==> config.mk <==
export PLATFORM = sky130hd
export DESIGN_NAME = dpcm_mc_ord_flat
export DESIGN_NICKNAME = d
export VERILOG_FILES = /design/src/rtl/dpcm_mc_ord_if.sv /design/src/rtl/dpcm_mc_ord.sv /design/src/flat_wrapper.sv
export SDC_FILE = /design/constraint.sdc
export NUM_CORES = 1
export LEC_CHECK = 0
export ABC_AREA = 0
export CAP_MARGIN = 5
export CORE_AREA = 2 2 106 98
export CTS_CLUSTER_SIZE = 28
export DETAILED_ROUTE_END_ITERATION = 16
export DIE_AREA = 0 0 108 100
export GPL_TIMING_DRIVEN = 0
export PLACE_DENSITY = 0.82
export SLEW_MARGIN = 30
export SYNTH_ARGS = -nofsm -noshare
export SYNTH_HDL_FRONTEND = slang
export SYNTH_SLANG_ARGS = --single-unit
export TNS_END_PERCENT = 10
==> constraint.sdc <==
create_clock -name clk_i -period 5.7 [get_ports clk_i]
set_input_delay 1.14 -clock clk_i [delete_from_list [all_inputs] [get_ports clk_i]]
set_output_delay 1.14 -clock clk_i [all_outputs]
set_load 0.05 [all_outputs]
==> src/rtl/dpcm_mc_ord_if.sv <==
// Stream interface for dpcm_mc_ord: tagged raw-sample input side and
// residual output side, each with valid/ready flow control.
// master = upstream/downstream environment, slave = the encoder.
interface dpcm_mc_ord_if #(
    parameter int DATA_WIDTH = 9,
    parameter int CH_WIDTH   = 2
) ();
    logic [1:0]            order_i;
    logic                  sof_i;
    logic [DATA_WIDTH-1:0] raw_data_i;
    logic [CH_WIDTH-1:0]   raw_ch_i;
    logic                  raw_data_vld_i;
    logic                  raw_data_rdy_o;
    logic [DATA_WIDTH-1:0] dpcm_data_o;
    logic [CH_WIDTH-1:0]   dpcm_ch_o;
    logic                  dpcm_raw_o;
    logic                  dpcm_data_vld_o;
    logic                  dpcm_data_rdy_i;

    modport master (
        output order_i, sof_i, raw_data_i, raw_ch_i, raw_data_vld_i, dpcm_data_rdy_i,
        input  raw_data_rdy_o, dpcm_data_o, dpcm_ch_o, dpcm_raw_o, dpcm_data_vld_o
    );

    modport slave (
        input  order_i, sof_i, raw_data_i, raw_ch_i, raw_data_vld_i, dpcm_data_rdy_i,
        output raw_data_rdy_o, dpcm_data_o, dpcm_ch_o, dpcm_raw_o, dpcm_data_vld_o
    );
endinterface

==> src/rtl/dpcm_mc_ord.sv <==
// dpcm_mc_ord: multi-channel DPCM encoder with per-beat order 0/1/2,
// per-channel history, frame-start warm-up and a single output register.
// Optional feature macro: DPCM_MC_SAT_EN (clamp residuals instead of wrapping).
module dpcm_mc_ord #(
    parameter int DATA_WIDTH = 9,
    parameter int NUM_CH     = 4,
    parameter int CH_WIDTH   = 2,
    parameter int OFFSET     = 256
) (
    input logic          clk_i,
    input logic          reset_n_i,
    dpcm_mc_ord_if.slave bus
);
    // Residual needs headroom for x - 2*h1 + h2 + OFFSET
    localparam int RW = DATA_WIDTH + 3;
    localparam logic signed [RW-1:0] OFFSET_S = RW'(OFFSET);
`ifdef DPCM_MC_SAT_EN
    localparam logic signed [RW-1:0] MAX_S = RW'((1 << DATA_WIDTH) - 1);
`endif

    // Map the wide signed residual onto the output width
    function automatic logic [DATA_WIDTH-1:0] fit_residual(input logic signed [RW-1:0] r);
`ifdef DPCM_MC_SAT_EN
        if (r < 0)
            return '0;
        else if (r > MAX_S)
            return '1;
        else
            return r[DATA_WIDTH-1:0];
`else
        return r[DATA_WIDTH-1:0];
`endif
    endfunction

    logic [DATA_WIDTH-1:0] h1_q  [NUM_CH];
    logic [DATA_WIDTH-1:0] h1_d  [NUM_CH];
    logic [DATA_WIDTH-1:0] h2_q  [NUM_CH];
    logic [DATA_WIDTH-1:0] h2_d  [NUM_CH];
    logic [1:0]            cnt_q [NUM_CH];
    logic [1:0]            cnt_d [NUM_CH];

    logic [DATA_WIDTH-1:0] data_q, data_d;
    logic [CH_WIDTH-1:0]   ch_q, ch_d;
    logic                  raw_q, raw_d;
    logic                  vld_q, vld_d;

    logic                  rdy;
    logic                  accept;
    logic                  ch_ok;
    logic [DATA_WIDTH-1:0] h1_sel, h2_sel;
    logic [1:0]            cnt_sel, cnt_eff, ord;
    logic signed [RW-1:0]  x_s, h1_s, h1x2_s, h2_s, res_s;
    logic [DATA_WIDTH-1:0] out_sel;
    logic                  raw_sel;

    // The output slot is free when empty or being drained this cycle
    assign rdy    = !vld_q || bus.dpcm_data_rdy_i;
    assign accept = bus.raw_data_vld_i && rdy;

    assign bus.raw_data_rdy_o  = rdy;
    assign bus.dpcm_data_o     = data_q;
    assign bus.dpcm_ch_o       = ch_q;
    assign bus.dpcm_raw_o      = raw_q;
    assign bus.dpcm_data_vld_o = vld_q;

    // Select the addressed channel's history and form the output value
    always_comb begin
        ch_ok   = 1'b0;
        h1_sel  = '0;
        h2_sel  = '0;
        cnt_sel = '0;
        for (int c = 0; c < NUM_CH; c++) begin
            if (bus.raw_ch_i == CH_WIDTH'(c)) begin
                ch_ok   = 1'b1;
                h1_sel  = h1_q[c];
                h2_sel  = h2_q[c];
                cnt_sel = cnt_q[c];
            end
        end
        // A frame start makes this beat the first of its channel
        cnt_eff = bus.sof_i ? 2'd0 : cnt_sel;
        ord     = bus.order_i[1] ? 2'd2 : bus.order_i;
        x_s     = $signed({3'b000, bus.raw_data_i});
        h1_s    = $signed({3'b000, h1_sel});
        h1x2_s  = $signed({2'b00, h1_sel, 1'b0});
        h2_s    = $signed({3'b000, h2_sel});
        case (ord)
            2'd1:    res_s = x_s - h1_s + OFFSET_S;
            2'd2:    res_s = x_s - h1x2_s + h2_s + OFFSET_S;
            default: res_s = x_s;
        endcase
        if (cnt_eff < ord) begin
            out_sel = bus.raw_data_i;
            raw_sel = 1'b1;
        end else if (ord == 2'd0) begin
            out_sel = bus.raw_data_i;
            raw_sel = 1'b0;
        end else begin
            out_sel = fit_residual(res_s);
            raw_sel = 1'b0;
        end
    end

    // Next state for history, warm-up counters and the output register
    always_comb begin
        h1_d   = h1_q;
        h2_d   = h2_q;
        cnt_d  = cnt_q;
        data_d = data_q;
        ch_d   = ch_q;
        raw_d  = raw_q;
        vld_d  = vld_q;
        if (vld_q && bus.dpcm_data_rdy_i)
            vld_d = 1'b0;
        if (accept) begin
            if (bus.sof_i) begin
                for (int c = 0; c < NUM_CH; c++)
                    cnt_d[c] = 2'd0;
            end
            for (int c = 0; c < NUM_CH; c++) begin
                if (bus.raw_ch_i == CH_WIDTH'(c)) begin
                    h2_d[c]  = h1_q[c];
                    h1_d[c]  = bus.raw_data_i;
                    cnt_d[c] = (cnt_eff == 2'd2) ? 2'd2 : cnt_eff + 2'd1;
                end
            end
            // Out-of-range channels are swallowed without producing output
            if (ch_ok) begin
                data_d = out_sel;
                ch_d   = bus.raw_ch_i;
                raw_d  = raw_sel;
                vld_d  = 1'b1;
            end
        end
    end

    // State registers; reset clears pending output and all history
    always_ff @(posedge clk_i or negedge reset_n_i) begin
        if (!reset_n_i) begin
            for (int c = 0; c < NUM_CH; c++) begin
                h1_q[c]  <= '0;
                h2_q[c]  <= '0;
                cnt_q[c] <= '0;
            end
            data_q <= '0;
            ch_q   <= '0;
            raw_q  <= 1'b0;
            vld_q  <= 1'b0;
        end else begin
            h1_q   <= h1_d;
            h2_q   <= h2_d;
            cnt_q  <= cnt_d;
            data_q <= data_d;
            ch_q   <= ch_d;
            raw_q  <= raw_d;
            vld_q  <= vld_d;
        end
    end
endmodule
==> src/flat_wrapper.sv <==
// flat-port wrapper written by rule: the top's interface ports become plain ports
module dpcm_mc_ord_flat 
#(
    parameter int DATA_WIDTH = 9,
    parameter int NUM_CH     = 4,
    parameter int CH_WIDTH   = 2,
    parameter int OFFSET     = 256
)
  (clk_i, reset_n_i, bus_order_i, bus_sof_i, bus_raw_data_i, bus_raw_ch_i, bus_raw_data_vld_i, bus_dpcm_data_rdy_i, bus_raw_data_rdy_o, bus_dpcm_data_o, bus_dpcm_ch_o, bus_dpcm_raw_o, bus_dpcm_data_vld_o);
  dpcm_mc_ord_if #(.DATA_WIDTH(DATA_WIDTH), .CH_WIDTH(CH_WIDTH)) bus_i ();
  input logic clk_i;
  input logic reset_n_i;
  input wire logic [$bits(bus_i.order_i)-1:0] bus_order_i;
  input wire logic [$bits(bus_i.sof_i)-1:0] bus_sof_i;
  input wire logic [$bits(bus_i.raw_data_i)-1:0] bus_raw_data_i;
  input wire logic [$bits(bus_i.raw_ch_i)-1:0] bus_raw_ch_i;
  input wire logic [$bits(bus_i.raw_data_vld_i)-1:0] bus_raw_data_vld_i;
  input wire logic [$bits(bus_i.dpcm_data_rdy_i)-1:0] bus_dpcm_data_rdy_i;
  output wire logic [$bits(bus_i.raw_data_rdy_o)-1:0] bus_raw_data_rdy_o;
  output wire logic [$bits(bus_i.dpcm_data_o)-1:0] bus_dpcm_data_o;
  output wire logic [$bits(bus_i.dpcm_ch_o)-1:0] bus_dpcm_ch_o;
  output wire logic [$bits(bus_i.dpcm_raw_o)-1:0] bus_dpcm_raw_o;
  output wire logic [$bits(bus_i.dpcm_data_vld_o)-1:0] bus_dpcm_data_vld_o;
  assign bus_i.order_i = bus_order_i;
  assign bus_i.sof_i = bus_sof_i;
  assign bus_i.raw_data_i = bus_raw_data_i;
  assign bus_i.raw_ch_i = bus_raw_ch_i;
  assign bus_i.raw_data_vld_i = bus_raw_data_vld_i;
  assign bus_i.dpcm_data_rdy_i = bus_dpcm_data_rdy_i;
  assign bus_raw_data_rdy_o = bus_i.raw_data_rdy_o;
  assign bus_dpcm_data_o = bus_i.dpcm_data_o;
  assign bus_dpcm_ch_o = bus_i.dpcm_ch_o;
  assign bus_dpcm_raw_o = bus_i.dpcm_raw_o;
  assign bus_dpcm_data_vld_o = bus_i.dpcm_data_vld_o;
  dpcm_mc_ord #(.DATA_WIDTH(DATA_WIDTH), .NUM_CH(NUM_CH), .CH_WIDTH(CH_WIDTH), .OFFSET(OFFSET)) u_core (.clk_i(clk_i), .reset_n_i(reset_n_i), .bus(bus_i));
endmodule
==> impl_results.md <==
- Status: finished, final reports clean
- Yosys warns: 0
- GP Congestion: 0.891
- H-tree depth: 3
- Reg clk slew, reported paths: 100 ps
- Synthesized instance count: 443
- Netlist cell types: 46
- Hold path depth: 1
- Grt met3 use: 0.0468
- Final wirelength: 11.9 mm
- Post-Synth XOR/XNOR Area: 0.0267
- Routed length per instance: 19.3 um
- Worst-Margin Slew: 702 ps
- Area share of the largest cell type after synthesis: 0.447
- Post CTS Setup Buffer Count: 0
- DR pass1 iterations: 5
- CP startpoint kind: primary input
- Largest net degree at the start of global routing: 67
- RSZ-0062 raised after global routing: no
- R2r startpoint: u_core.h1_q[1]
- Synth Area in Adders: 0.109
- Overflow after GRT: 0
- Pwr Total: 2.63 mW
- Critical path cell sequence: buf_2 > buf_2 > buf_1 > mux4_2 > inv_1 > fa_1 > inv_1 > ha_1 > fa_1 > a21o_1 > a21o_1 > a21oi_1 > mux2i_1 > a211oi_1 > a21oi_1
- Area Overhead vs Synth: 13.3%
- Largest family of logic cells by synthesized area: multiplexers
- Post-Route Utilization: 0.598
- Post-Syn Area: 5200 um^2
- Max rail drop VDD: 0.216 mV
- Met1 Use GR: 0.314
- Final min period: 4660 ps
- Hold/Removal Path Class: register to register
- FMAX: 215 MHz
- Avg Inst Size Synth: 11.7 um^2
- CP required: 5960 ps
- Final ANT Viol Nets: 0
- Internal reg-to-reg setup slack: 2360 ps
- Hold Path End: u_core.bus.dpcm_data_o[5]
- Total number of vias: 3543
- Vias per cell: 5.74
- Sum of negative setup slack: 0 ps
- Period Utilization, post-route: 0.818
- CP Capture Type: register
- Synth Net Count: 501
- First-pass GRT wire length: 19.2 mm
- Drt first-iter violations: 322
- CTS tree: yes
- Placed inst area: 5670 um^2
- Total core area: 9850 um^2
- Die H: 100 um
- Maximum clock path buffer count: 2
- Clk sinks: 93
- Final std cell area, no fill: 5890 um^2
- Final setup fails: 0
- GR peak layer: met2
- Leak: 2.72 nW
- Synth Area in Simple Gates: 0.0686
- Die area: 10800 um^2
- Vias in the first global route: 3769
- Power Dens Cells: 447 nW/um^2
- Setup Crit Path Kind: primary input to register
- Final hold vios: 0
- Reg2reg end: u_core.bus.dpcm_data_o[7]
- Met2 Use GR: 0.397
- EDFF count, synth: 0
- Max Clock Skew: 11.2 ps
- DRC violations left: 0
- CTS Hold Bufs: 0
- Crit path max fanout: 10
- Final Net Count: 541
- Flops & latches, synth: 93
- Worst R2R Path Depth: 11
- Number of cell rows: 35
- Max-slew violations: 0
- Total Routing Usage GR: 0.239
- Slew Limit Headroom: 0.528
- Top_reg_cell synth: dfrtp_1
- PortBufs: 28
- Slowest CP cell: buf_1
- Initial antenna violation count: 0
- Worst hold path startpoint: u_core.bus.dpcm_data_o[5]
- Synth async-reset ratio: 1.00
- Hpwl dp: 8.41 mm
- Root Driver: clkbuf_8
- WP data arrival: 4930 ps
- Initial Utilization: 0.528
- Resize count post-CTS: 0
- Leading post-synthesis cells by cell area: dfrtp_1 (45%), mux2_2 (12%), mux4_2 (8.2%), ha_1 (7.5%), o21ai_0 (3.8%)
- Maxcap violations: 0
- Die span in x: 108 um
- Complex-gate fraction of the synthesized area: 0.0933
- Mux cell area share after synthesis: 0.205
- Clk_lat worst skew: 380 ps
- Seq/Total Area, Yosys: 0.447
- I/O pin total: 32
- Slowest stage delay, CP: 580 ps
- Synth area leader: dfrtp_1
- CTS Buf Count: 9
- ANT cells: 0
- Share of layout cells above drive strength 1: 0.227
## cells in the final DEF, fill, tap and decap left out, types with 2 or more instances in the layout
| master | count |
|---|---|
| mux2_2 | 54 |
| nor2b_1 | 2 |
| nand3b_1 | 2 |
| o21ai_0 | 39 |
| xnor2_1 | 9 |
| nand2b_2 | 2 |
| nand3_1 | 8 |
| inv_6 | 2 |
| nor3_1 | 2 |
| nor2_1 | 6 |
| ha_1 | 31 |
| buf_2 | 9 |
| mux4_2 | 19 |
| mux2i_1 | 3 |
| fa_1 | 9 |
| buf_4 | 3 |
| clkbuf_8 | 9 |
| a21oi_1 | 12 |
| nand2b_1 | 3 |
| a21oi_2 | 2 |
| and2_1 | 2 |
| buf_1 | 2 |
| dfrtp_1 | 93 |
| o22ai_1 | 5 |
| a211o_1 | 2 |
| clkbuf_1 | 6 |
| inv_1 | 38 |
| xor2_1 | 5 |
| a22oi_1 | 3 |
| nand2_1 | 46 |
| clkdlybuf4s50_1 | 27 |
| bufinv_16 | 2 |
| a211oi_1 | 3 |
| buf_6 | 3 |
| a21o_1 | 7 |
## worst max path at each step
stage / cells past startpoint / from / to / slack [ps]
after floorplan: 15 / bus_raw_ch_i[1] / u_core.bus.dpcm_data_o[7] / 1310
after global placement: 1 / reset_n_i / u_core.cnt_q[0] / 250
after detailed placement: 14 / bus_raw_ch_i[1] / u_core.bus.dpcm_data_o[7] / 690
after CTS: 15 / bus_raw_ch_i[1] / u_core.bus.dpcm_data_o[7] / 1070
after global routing: 15 / bus_raw_ch_i[1] / u_core.bus.dpcm_data_o[5] / 920
final: 15 / bus_raw_ch_i[1] / u_core.bus.dpcm_data_o[7] / 1040
## worst max-delay path, delay by kind of cell
kind / cells / cell delay (ps)
fa+ha+maj: 3 / 1260
mux: 2 / 430
buf+inv: 5 / 1220
compound gates: 5 / 860
## area by class of cell
class	count	area, um^2
plain buffers	21	116
flip-flops and latches	93	2330
clock inverters	6	93.8
well taps	129	161
multi-input cells	291	2620
inverters	38	143
repair buffers	29	309
fillers	768	3960
clock buffers	10	128
## power breakdown
part	internal, mW	switching [mW]	total [mW]
Sequential	0.830	0.106	0.936
Clock	0.251	0.257	0.509
Combinational	0.576	0.612	1.19
## through the flow
| step | hold slack [ps] | setup WS, ps | cells |
|---|---|---|---|
| after floorplan | 461 | 1310 | 443 |
| after CTS | 492 | 1070 | 617 |
| final | 485 | 1040 | 617 |
| after detailed placement | 469 | 693 | 601 |
| after global placement | 459 | 253 | 600 |
| after global routing | 505 | 916 | 617 |
## sequential cells by signal (all words and copies together) (netlist names)
name                        cells
u_core.bus.dpcm_data_o          9
u_core.h1_q                    36
u_core.bus.dpcm_ch_o            2
u_core.h2_q                    36
u_core.bus.dpcm_data_vld_o      1
u_core.bus.dpcm_raw_o           1
u_core.cnt_q                    8
## synthesized netlist by cell type, types with 3 or more instances
library cell and instances:
a211oi_1 3, a21oi_1 12, nor2_1 6, dfrtp_1 93, xor2_1 5, o22ai_1 5
a21o_1 7, clkbuf_1 5, nand2b_1 3, buf_2 9, xnor2_1 9, mux4_2 19
a22oi_1 3, inv_1 38, mux2i_1 3, ha_1 31, buf_4 3, nand2_1 46
fa_1 9, mux2_2 54, nand3_1 8, o21ai_0 39
## metal layers
metal	wire [um]	part of all wire
met3	773	0.065
met5	0	0
met1	4950	0.42
met2	5880	0.49
met4	285	0.024
## cells by family (layout without fill, tap and decap cells)
kind of cell             after synthesis  in the layout
adder cells (fa/ha/maj)               40             40
flip-flops                            93             93
XOR/XNOR                              15             15
multiplexers                          76             76
AND/OR/NAND/NOR                       78             78
buffers and inverters                 59            104
AO/OA/AOI/OAI                         82             82
Power figures use the tool's default switching activity.
